File: src/rtl/compress_scheduler.sv
// Output requantization scheduler: captures one block of signed accumulator sums,
// saturate-shifts one lane per cycle to int8, and streams packed 32-bit words.
module compress_scheduler #(
  parameter int SUM_WIDTH = 20,
  parameter int LANES     = 8
) (
  input  logic                         clk,
  input  logic                         rst_n,
  input  logic                         in_valid,
  output logic                         in_ready,
  input  logic [LANES*SUM_WIDTH-1:0]   in_sums,
  output logic                         out_valid,
  input  logic                         out_ready,
  output logic [31:0]                  out_data,
  output logic                         out_last,
  output logic                         busy,
  input  logic                         sat_clr,
  output logic [15:0]                  sat_count
);

  localparam int LW = $clog2(LANES);
  localparam int HW = SUM_WIDTH - 8;

  typedef enum logic [1:0] {IDLE, PACK, SEND} state_t;

  state_t                       state, state_nxt;
  logic [LW-1:0]                lane;
  logic [LANES*SUM_WIDTH-1:0]   blk_buf;
  logic [HW-1:0]                lane_hi;
  logic                         lane_sat;
  logic [7:0]                   lane_byte;
  logic                         accept;

  assign accept = (state == IDLE) && in_valid;

  // Shared compress stage: the lane counter selects which buffered sum feeds it.
  always_comb begin
    // NOTE: every combinational output gets a default first so no path can infer a latch.
    lane_hi   = blk_buf[lane*SUM_WIDTH + 8 +: HW];
    lane_sat  = !((&lane_hi[HW-1:7]) || !(|lane_hi[HW-1:7]));
    lane_byte = lane_hi[7:0];
    if (lane_sat)
      lane_byte = lane_hi[HW-1] ? 8'h80 : 8'h7F;
  end

  always_ff @(posedge clk or negedge rst_n) begin
    // NOTE: sequential state uses non-blocking assignments so all registers update together.
    if (!rst_n) state <= IDLE;
    else        state <= state_nxt;
  end

  always_comb begin
    state_nxt = state;
    in_ready  = 1'b0;
    out_valid = 1'b0;
    busy      = 1'b1;
    case (state)
      IDLE: begin
        in_ready = 1'b1;
        busy     = 1'b0;
        if (in_valid) state_nxt = PACK;
      end
      PACK: begin
        if (lane[1:0] == 2'd3) state_nxt = SEND;
      end
      SEND: begin
        out_valid = 1'b1;
        if (out_ready) state_nxt = out_last ? IDLE : PACK;
      end
      default: state_nxt = IDLE;
    endcase
  end

  // NOTE: the block buffer has no reset; it is always written on accept before it is read.
  always_ff @(posedge clk) begin
    if (accept) blk_buf <= in_sums;
  end

  always_ff @(posedge clk or negedge rst_n) begin
    if (!rst_n) begin
      lane     <= '0;
      out_data <= '0;
      out_last <= 1'b0;
    end else begin
      if (accept) lane <= '0;
      if (state == PACK) begin
        out_data[8*lane[1:0] +: 8] <= lane_byte;
        lane                       <= lane + 1'b1;
        if (lane[1:0] == 2'd3) out_last <= (lane == LW'(LANES-1));
      end
      if ((state == SEND) && out_ready) out_last <= 1'b0;
    end
  end

  // Clear takes priority, so an increment in the clear cycle is dropped.
  always_ff @(posedge clk or negedge rst_n) begin
    if (!rst_n)
      sat_count <= '0;
    else if (sat_clr)
      sat_count <= '0;
    else if ((state == PACK) && lane_sat && (sat_count != 16'hFFFF))
      sat_count <= sat_count + 16'd1;
  end

endmodule

File: config.mk
export PLATFORM = sky130hd
export DESIGN_NAME = compress_scheduler
export DESIGN_NICKNAME = d
export VERILOG_FILES = /design/src/rtl/compress_scheduler.sv
export SDC_FILE = /design/constraint.sdc
export NUM_CORES = 1
export LEC_CHECK = 0
export CAP_MARGIN = 20
export CORE_ASPECT_RATIO = 1.1
export CORE_MARGIN = 2
export CORE_UTILIZATION = 41
export CTS_CLUSTER_SIZE = 24
export DETAILED_ROUTE_END_ITERATION = 8
export PLACE_DENSITY = 0.85
export SKIP_CTS_REPAIR_TIMING = 1
export SLEW_MARGIN = 20
export SYNTH_ARGS = -nofsm -noshare
export SYNTH_HDL_FRONTEND = slang
export SYNTH_SLANG_ARGS = --single-unit
File: constraint.sdc
create_clock -name clk -period 3.85 [get_ports clk]
set_clock_uncertainty 0.15 [all_clocks]
set_input_delay 0.9625 -clock clk [delete_from_list [all_inputs] [get_ports clk]]
set_output_delay 0.9625 -clock clk [all_outputs]
set_load 0.05 [all_outputs]
==> flow_metrics.env <==
export IMPL_outcome="complete, no violations"
export IMPL_cts_root_buf="clkbuf_16"
export IMPL_chipHeight_um=134.5
export IMPL_hold_start="out_data[25]"
export IMPL_cp_cell_sequence="buf_4 -> mux2i_1 -> mux4_2 -> nor3b_1 -> a22oi_4 -> buf_4 -> or4_1 -> a21oi_1"
export IMPL_tightest_slew_ps=920.0
export IMPL_viasPerCell=5.497
export IMPL_fmax_mhz=310.4
export IMPL_yosys_top_cells_count="96 x edfxtp_1, 54 x dfrtp_1, 50 x nand2_1"
export IMPL_synth_edf_count=96
export IMPL_io_pins=217
export IMPL_cts_tree="built"
export IMPL_n_antenna_cell=0
export IMPL_dp_final_hpwl_um=10770
export IMPL_worst_r2r_endpoint="sat_count[12]"
export IMPL_maxSlewHeadroom_pct=38.67
export IMPL_path_class="reg -> reg"
export IMPL_setup_worst_path_start_class="flip-flop"
export IMPL_vdd_drop_max_mv=0.3529
export IMPL_die_x_um=122.7
export IMPL_synth_distinct_cells=43
export IMPL_reg2reg_depth=8
export IMPL_cts_max_level=4
export IMPL_cts_buffer_depth=2
export IMPL_grt_pass1_vias=4530
export IMPL_layout_min_cycle_time_ps=3221
export IMPL_critPathMostFrequentCell="buf_4"
export IMPL_cpMaxStageDelayCell="dfrtp_1"
export IMPL_synth_seq_area_share_pct=66.68
export IMPL_async_flop_share_pct=36.00
export IMPL_fin_hold_ws_ps=349.0
export IMPL_r2r_setup_slack_ps=630
export IMPL_syn_area_per_cell_um2=14.94
export IMPL_wl_um=14940
export IMPL_hold_path_class="reg -> reg"
export IMPL_critical_path_required_ps=4030
export IMPL_finalMaxSlewViolations=0
export IMPL_clk_latency_ps=420
export IMPL_grt_antenna_before_repair=0
export IMPL_rows=47
export IMPL_ys_top_cells_by_area="edfxtp_1 45%, dfrtp_1 21%, mux4_2 8.2%, o221ai_1 3.3%, nand2_1 3.0%"
export IMPL_finalSetupViolations=0
export IMPL_overflow=0
export IMPL_drtPass1Iterations=4
export IMPL_drive_above_1_share_pct=12.96
export IMPL_cts_buffers=17
export IMPL_dieArea_um2=16500
export IMPL_yosys_warnings=0
export IMPL_rsz0062_at_grt="false"
export IMPL_grt_max_degree=76
export IMPL_arrival_ps=3400
export IMPL_r2r_start="lane[2]"
export IMPL_report_final_hold_viol_count=0
export IMPL_wl_per_cell_um=18.72
export IMPL_fin_area_um2=8680
export IMPL_drc=0
export IMPL_cellPowerDensity_nw_per_um2=756.0
export IMPL_finalCritPeriodShare_pct=83.67
export IMPL_port_buffers=152
export IMPL_p_total_mw=6.561
export IMPL_numClockSinks=150
export IMPL_area_delta_synth_final_pct=36.69
export IMPL_syn_nets=598
export IMPL_crit_buf_inv=2
export IMPL_synth_flop_cell="edfxtp_1"
export IMPL_critPathMaxStageDelay_ps=490
export IMPL_num_vias=4387
export IMPL_core_um2=15110
export IMPL_hold_end="out_data[25]"
export IMPL_fin_tns_setup_ps=0
export IMPL_netlist_area_um2=6350
export IMPL_cap_violations=0
export IMPL_final_nets=762
export IMPL_initial_utilization_pct=42.02
export IMPL_min_path_cells=2
export IMPL_synthCells=425
export IMPL_leakagePower_nw=3.138
export IMPL_cpLargestDelayFamily="simple AND/OR/NAND/NOR gates"
export IMPL_place_congestion=0.8627
export IMPL_synth_top_area_cell="edfxtp_1"
export IMPL_placed_area_um2=8089
export IMPL_grt_pass1_wl_um=23360
export IMPL_drt_iter0_drc=215
export IMPL_ant_nets=0
export IMPL_fin_util_pct=57.43
export IMPL_path_clk_slew_ps=60
export IMPL_end_kind="flip-flop"
export IMPL_yosysTopAreaCellShare_pct=45.40
export IMPL_ys_ff_latch=150
export IMPL_crit_path_max_fanout=16
export IMPL_grt_usage_pct=18.76
export IMPL_yosysMostFrequentCell="edfxtp_1"
-- cell usage in the layout (no fill, tap or decap), drive strengths merged, types with 3 or more instances in the layout --
master	count
nor2b	5
dfrtp	54
o31ai	4
mux2	13
and3	4
o221ai	24
clkinvlp	3
buf	8
or4	7
edfxtp	96
ha	8
o21ai	17
clkdlybuf4s50	151
clkbuf	20
nand2	50
mux2i	10
mux4	23
inv	7
a22o	3
bufinv	3
nand3	11
nor2	21
nor3	4
or3	8
a21oi	19
clkinv	5
nor3b	3
nand4	5
-- flip-flops by register name, summed over array words and instances (netlist names) --
name	flops
lane	3
sat_count	16
out_last	1
state	2
blk_buf	96
out_data	32
-- cells by family (layout without fill, tap and decap cells) --
family / after synthesis / count (layout) / share of synthesized area [%]
xor+xnor: 1 / 1 / 0.1380
mux: 46 / 46 / 12.04
buf+inv: 20 / 197 / 1.773
simple gates: 128 / 128 / 9.970
flops: 150 / 150 / 66.68
fa+ha+maj: 8 / 8 / 1.576
compound gates: 72 / 72 / 7.823
-- how the worst max path moves through the flow --
| stage | startpoint | end | slack, ps | depth (start not counted) |
|---|---|---|---|---|
| global route | lane[2] | sat_count[12] | 410 | 8 |
| finish | lane[2] | sat_count[12] | 630 | 8 |
| global placement | lane[2] | sat_count[12] | 650 | 8 |
| floorplan | state[0] | blk_buf[108] | 730 | 3 |
| CTS | lane[1] | sat_count[10] | 590 | 7 |
| detailed placement | lane[1] | sat_count[10] | 600 | 7 |
-- tightest hold or removal path, stage by stage (launching register included) --
cell and delay (ps):
dfrtp_1 350, nand2_1 50, o221ai_1 60
-- power by group --
part / internal (mW) / total, mW / switching [mW]
Clock: 1.02 / 1.66 / 0.639
Sequential: 2.13 / 2.33 / 0.198
Combinational: 0.971 / 2.58 / 1.61
-- per-layer routing --
layer / global-route usage [%] / share of wire [%]
met5: 0 / 0
met4: 8.110 / 1.9
met3: 4.983 / 6.1
met2: 31.94 / 52
met1: 22.34 / 40
-- cell type report --
type                       instances  area (µm²)
clock buffer                      20       436.7
timing repair buffer             159        1582
tap                              196       245.2
multi-input combinational        255        2006
inverter                           6       22.52
fill                            1157        6434
clock inverter                    12       153.9
sequential                       150        4234
-- through the flow --
step                worst slack (ps)  cells
global placement               648.5    766
global route                   406.0    798
detailed placement             597.7    766
finish                         628.8    798
CTS                            590.1    798
floorplan                      726.4    425
(Power assumes the default switching activity.)
